File: src/rtl/uart_tx_arbiter_if.sv
// Handshake bundle between the requesters, the transmit arbiter and the UART
// byte sender. The arbiter takes the master side; the slave side is the
// requester/sender environment.
interface uart_tx_arbiter_if #(
   parameter int N_REQ  = 4,
   parameter int DATA_W = 8
);
   logic [N_REQ-1:0]        req;
   logic [N_REQ*DATA_W-1:0] req_data;
   logic [N_REQ-1:0]        ack;
   logic                    tx_start;
   logic [DATA_W-1:0]       tx_data;
   logic                    tx_busy;
   logic                    active;
   logic [2:0]              cur_id;
   logic                    err_timeout;

   modport master (
      input  req, req_data, tx_busy,
      output ack, tx_start, tx_data, active, cur_id, err_timeout
   );

   modport slave (
      output req, req_data, tx_busy,
      input  ack, tx_start, tx_data, active, cur_id, err_timeout
   );
endinterface

File: src/rtl/uart_tx_arbiter.sv
// Round-robin arbiter sharing one UART byte sender among N_REQ requesters.
// A grant latches the winner's byte, pulses ack/tx_start for one cycle, then
// follows the sender's busy flag until the frame completes. A sender that
// never raises busy within BUSY_TIMEOUT cycles is abandoned with err_timeout.
module uart_tx_arbiter #(
   parameter int N_REQ        = 4,
   parameter int DATA_W       = 8,
   parameter int BUSY_TIMEOUT = 16
) (
   input  logic              CLK,
   input  logic              RST_N,
   uart_tx_arbiter_if.master bus
);

   typedef enum logic [1:0] {
      S_IDLE,
      S_START,
      S_WAIT_BUSY,
      S_WAIT_DONE
   } state_t;

   localparam logic [7:0]       TO_LAST  = 8'(BUSY_TIMEOUT - 1);
   localparam logic [2:0]       LAST_RST = 3'(N_REQ - 1);
   localparam logic [N_REQ-1:0] ONE_HOT0 = N_REQ'(1);

   state_t            state_q;
   logic [2:0]        last_q;
   logic [2:0]        cur_id_q;
   logic [7:0]        cnt_q;
   logic [N_REQ-1:0]  ack_q;
   logic              tx_start_q;
   logic              active_q;
   logic              err_q;
   logic [DATA_W-1:0] tx_data_q;

   logic              win_vld_d;
   logic [2:0]        win_id_d;
   logic [DATA_W-1:0] win_data_d;
   int                best_d;

   // Round-robin search: the set req bit at the smallest distance above last wins.
   always_comb begin
      win_vld_d  = 1'b0;
      win_id_d   = '0;
      win_data_d = '0;
      best_d     = N_REQ;
      for (int i = 0; i < N_REQ; i++) begin
         if (bus.req[i] && (((i + N_REQ - 1 - int'(last_q)) % N_REQ) < best_d)) begin
            best_d    = (i + N_REQ - 1 - int'(last_q)) % N_REQ;
            win_vld_d = 1'b1;
            win_id_d  = 3'(i);
         end
      end
      for (int i = 0; i < N_REQ; i++) begin
         if (win_id_d == 3'(i)) begin
            win_data_d = bus.req_data[i*DATA_W +: DATA_W];
         end
      end
   end

   // Arbitration FSM with all outputs registered so ack/tx_start/err are glitch-free.
   always_ff @(posedge CLK or negedge RST_N) begin
      if (!RST_N) begin
         state_q    <= S_IDLE;
         last_q     <= LAST_RST;
         cur_id_q   <= '0;
         cnt_q      <= '0;
         ack_q      <= '0;
         tx_start_q <= 1'b0;
         active_q   <= 1'b0;
         err_q      <= 1'b0;
         tx_data_q  <= '0;
      end else begin
         ack_q      <= '0;
         tx_start_q <= 1'b0;
         err_q      <= 1'b0;
         case (state_q)
            S_IDLE: begin
               // A busy sender (e.g. a frame surviving a reset) blocks any new grant.
               if (win_vld_d && !bus.tx_busy) begin
                  state_q    <= S_START;
                  tx_data_q  <= win_data_d;
                  cur_id_q   <= win_id_d;
                  last_q     <= win_id_d;
                  ack_q      <= ONE_HOT0 << win_id_d;
                  tx_start_q <= 1'b1;
                  active_q   <= 1'b1;
               end
            end
            S_START: begin
               cnt_q   <= '0;
               state_q <= S_WAIT_BUSY;
            end
            S_WAIT_BUSY: begin
               if (bus.tx_busy) begin
                  state_q <= S_WAIT_DONE;
               end else if (cnt_q == TO_LAST) begin
                  // last_q keeps the failed requester so the pointer still moves on.
                  err_q    <= 1'b1;
                  state_q  <= S_IDLE;
                  active_q <= 1'b0;
               end else begin
                  cnt_q <= cnt_q + 8'd1;
               end
            end
            S_WAIT_DONE: begin
               if (!bus.tx_busy) begin
                  state_q  <= S_IDLE;
                  active_q <= 1'b0;
               end
            end
            default: begin
               state_q  <= S_IDLE;
               active_q <= 1'b0;
            end
         endcase
      end
   end

   assign bus.ack         = ack_q;
   assign bus.tx_start    = tx_start_q;
   assign bus.tx_data     = tx_data_q;
   assign bus.active      = active_q;
   assign bus.cur_id      = cur_id_q;
   assign bus.err_timeout = err_q;

endmodule

File: src/flat_wrapper.sv
// flat-port wrapper written by rule: the top's interface ports become plain ports
module uart_tx_arbiter_flat 
#(
   parameter int N_REQ        = 4,
   parameter int DATA_W       = 8,
   parameter int BUSY_TIMEOUT = 16
)
  (CLK, RST_N, bus_req, bus_req_data, bus_tx_busy, bus_ack, bus_tx_start, bus_tx_data, bus_active, bus_cur_id, bus_err_timeout);
  uart_tx_arbiter_if #(.N_REQ(N_REQ), .DATA_W(DATA_W)) bus_i ();
  input  logic CLK;
  input  logic RST_N;
  input wire logic [$bits(bus_i.req)-1:0] bus_req;
  input wire logic [$bits(bus_i.req_data)-1:0] bus_req_data;
  input wire logic [$bits(bus_i.tx_busy)-1:0] bus_tx_busy;
  output wire logic [$bits(bus_i.ack)-1:0] bus_ack;
  output wire logic [$bits(bus_i.tx_start)-1:0] bus_tx_start;
  output wire logic [$bits(bus_i.tx_data)-1:0] bus_tx_data;
  output wire logic [$bits(bus_i.active)-1:0] bus_active;
  output wire logic [$bits(bus_i.cur_id)-1:0] bus_cur_id;
  output wire logic [$bits(bus_i.err_timeout)-1:0] bus_err_timeout;
  assign bus_i.req = bus_req;
  assign bus_i.req_data = bus_req_data;
  assign bus_i.tx_busy = bus_tx_busy;
  assign bus_ack = bus_i.ack;
  assign bus_tx_start = bus_i.tx_start;
  assign bus_tx_data = bus_i.tx_data;
  assign bus_active = bus_i.active;
  assign bus_cur_id = bus_i.cur_id;
  assign bus_err_timeout = bus_i.err_timeout;
  uart_tx_arbiter #(.N_REQ(N_REQ), .DATA_W(DATA_W), .BUSY_TIMEOUT(BUSY_TIMEOUT)) u_core (.CLK(CLK), .RST_N(RST_N), .bus(bus_i));
endmodule
File: config.mk
export PLATFORM = sky130hd
export DESIGN_NAME = uart_tx_arbiter_flat
export DESIGN_NICKNAME = d
export VERILOG_FILES = /design/src/rtl/uart_tx_arbiter_if.sv /design/src/rtl/uart_tx_arbiter.sv /design/src/flat_wrapper.sv
export SDC_FILE = /design/constraint.sdc
export NUM_CORES = 1
export LEC_CHECK = 0
export BUFFER_PORTS_ARGS = -buffer_cell sky130_fd_sc_hd__clkbuf_2
export CORE_UTILIZATION = 51
export DETAILED_ROUTE_END_ITERATION = 10
export GPL_TIMING_DRIVEN = 0
export PLACE_DENSITY = 0.79
export SETUP_SLACK_MARGIN = 0.1
export SLEW_MARGIN = 20
export SYNTH_ARGS = -nofsm -noshare
export SYNTH_HDL_FRONTEND = slang
export SYNTH_SLANG_ARGS = --single-unit
File: constraint.sdc
create_clock -name CLK -period 4.99 [get_ports CLK]
set_input_delay 0.499 -clock CLK [delete_from_list [all_inputs] [get_ports CLK]]
set_output_delay 0.499 -clock CLK [all_outputs]
set_load 0.005 [all_outputs]
==> metrics.txt <==
CTS tree=done; later-pin clock latency in the skew report=280 ps; asr flop ratio synth=100%; port buffer count=54; Fin Setup TNS=0 ps; met2 usage=42.5%; P_leak=0.00114 uW; final core utilization=67.8%; CTS Buf Count=5; #FFs+latches synth=29; Hold Crit Class=in -> async; Worst Path Max Fanout=10; met3 Use GR=5.80%; count of cell types in the netlist=45; Routed Antenna Nets=0; Post-Synthesis Cells=211; Synthesized Nets=254; detailed router's first-iteration violation count=78; Critical Path Start Type=flop; Most Crowded Layer GR=met2; Pre-antenna DRT Iters=4; met1 Use GR=28.5%; Worst-path clk slew=60 ps; core area=3470 um2; Worst R2R Path Depth=17; Clock Tree Root=clkbuf_8; die area=3990 um2; routed wire length per instance=14.0 um; largest net degree at the start of global routing=30; total global routing overflow=0; Crit. End Element=flop; Final period util=91.7%; PwrDens=559 nW/um2; r2r startpoint=u_core.last_q[0]; critical path class=reg -> reg; Synth top area share=35.4%; slew of the pin with the lowest slew margin=719 ps; Total GRT Usage=24.7%; fmax=0.218 GHz; drt drc=0; RR Endpoint=u_core.bus.tx_data[5]; Final min period=4580 ps; Resize count post-CTS=0; top_reg_cell synth=dfrtp_1; final hold violations=0; mapped cell area=1910 um2; CTS Hold Bufs=0; placed cells=311; initial antenna violation count=0; layout cell share with drive strength beyond 1=28.9%; R2R Setup Slk=410 ps; worst path required time=5190 ps; H-tree depth=2; area delta synth->final=23.3%; Initial Utilization=55.0%; Finished Layout Cells=319; IO Count=57; CP Data Arrival Time=4770 ps; via/cell ratio=5.78; skew final=4.34 ps; MaxCap Viol Count=0; CTS Buffer Depth=2; total clock sinks=29; Worst VDD drop=0.381 mV; Die Span X=63.1 um; vias in the first global route=1,832; Slew HR=52.1%; row count=21; Seq/Total Area, Yosys=38.2%; average size of a mapped cell=9.04 um2; Vias=1,844; largest area contributor in the netlist=dfrtp_1; synth warn=0; Post-synth EDFFs=0; antenna cell count=0; die height=63.1 um; RSZ-0062 raised after global routing=false; outcome=finished clean; Synth area leaders=dfrtp_1 35%, mux2i_1 6.3%, o21ai_0 5.0%; Pins Over Slew Limit=0; GPL Wtd Cong=0.846; Post-CTS Setup Bufs=0; final WL=4470 um; number of nets in the layout=315; Detail Placement HPWL=3360 um; first-pass GRT wire length=7700 um; Final setup viols=0
==> cell families (layout without fill, tap and decap cells) <==
kind of cell,count (synthesis),count (layout),share of synthesized area [%]
compound gates,64,64,24.9
xor+xnor,1,1,0.459
fa+ha+maj,4,4,2.62
buf+inv,20,82,4.53
flops,29,29,38.2
mux,17,17,9.25
other cells,1,1,0.197
simple gates,75,75,19.8
==> layer usage <==
layer | wire length (um) | share of wire, % | vias up
met5 | 0 | 0 | -
met4 | 80 | 1.8 | 0
met3 | 210 | 4.7 | 10
met2 | 2150 | 48 | 60
met1 | 2030 | 45 | 870
li1 | - | - | 904
==> critical path, stage by stage (launching register included) <==
cell,delay [ps]
dfstp_2,580
xor2_1,220
ha_1,290
a21oi_1,190
o21ai_2,120
buf_4,200
o21ai_0,230
ha_1,280
nor3b_1,90
a211o_2,390
nand2_1,100
buf_4,200
mux2_2,350
ha_1,290
o221a_2,170
nor3_1,430
a221oi_1,180
a31oi_1,200
==> per-stage QoR <==
step / hold WS (ps) / setup WS, ps / instance area, um2 / total power [uW]
after detailed placement: 485 / 463 / 2230 / 1060
after global routing: 323 / 114 / 2350 / 1420
after floorplan: 203 / 977 / 1910 / 871
after CTS: 278 / 458 / 2350 / 1320
after global placement: 475 / 493 / 2230 / 1040
final: 261 / 413 / 2350 / 1320
==> where the power goes <==
part,switching [uW],internal [uW]
clock network,88.7,163
logic,389,296
registers,60.2,318
total,538,777
==> synthesized netlist by cell type, drive strengths merged, types with 6 or more instances <==
cell,count
dfrtp,27
o21ai,21
nand2,19
nor2,16
inv,12
mux2i,12
nand2b,10
nor3,10
nor2b,8
a31oi,7
a211o,6
a221oi,6
==> area by class of cell <==
type | instances | area (um2)
clock buffer | 7 | 86.3
buffer | 8 | 41.3
sequential | 29 | 728
tap | 46 | 57.6
fill | 291 | 1120
inverter | 12 | 45.0
multi-input combinational | 162 | 1090
timing repair buffer | 54 | 270
clock inverter | 1 | 30.0
==> flip-flops by register name, summed over array words and instances (netlist names) <==
name and flops:
u_core.bus.tx_data 8, u_core.cnt_q 8, u_core.bus.ack 4, u_core.bus.cur_id 2, u_core.last_q 2, u_core.state_q 2, u_core.bus.active 1, u_core.bus.err_timeout 1
u_core.bus.tx_start 1
==> cell usage in the layout, fill, tap and decap left out, types with 2 or more instances in the layout <==
cell | Yosys | routed
nor2b_1 | 8 | 8
ha_1 | 4 | 4
and3_1 | 2 | 2
nand2b_1 | 10 | 10
nor2_1 | 16 | 16
nand4_1 | 2 | 2
clkbuf_1 | 5 | 6
dfrtp_1 | 27 | 27
a31oi_1 | 7 | 7
nor3b_1 | 2 | 2
nand2_1 | 19 | 19
o211ai_1 | 5 | 5
o21ai_2 | 2 | 2
and2_1 | 2 | 2
clkbuf_8 | 0 | 6
mux2i_1 | 12 | 12
dfstp_2 | 2 | 2
inv_1 | 11 | 11
a211o_1 | 5 | 5
mux2_2 | 5 | 5
nor3_1 | 9 | 9
o31a_1 | 2 | 2
o221ai_1 | 3 | 3
buf_4 | 3 | 3
a21oi_1 | 3 | 3
nand3_1 | 2 | 2
clkbuf_2 | 0 | 54
o21ai_0 | 19 | 19
a221oi_1 | 5 | 5
o21a_1 | 2 | 2
==> worst max path at each step <==
stage	start	end	slack, ps	depth (start not counted)
2_1_floorplan	u_core.last_q[0]	u_core.bus.tx_data[1]	980	17
3_3_place_gp	u_core.last_q[0]	u_core.bus.tx_data[5]	490	17
3_5_place_dp	bus_req[0]	u_core.bus.tx_data[5]	460	19
4_1_cts	u_core.last_q[0]	u_core.bus.tx_data[5]	460	17
5_1_grt	u_core.last_q[0]	u_core.bus.tx_data[1]	110	17
6_report	u_core.last_q[0]	u_core.bus.tx_data[5]	410	17
No activity file was read; power rests on OpenSTA's default activity.
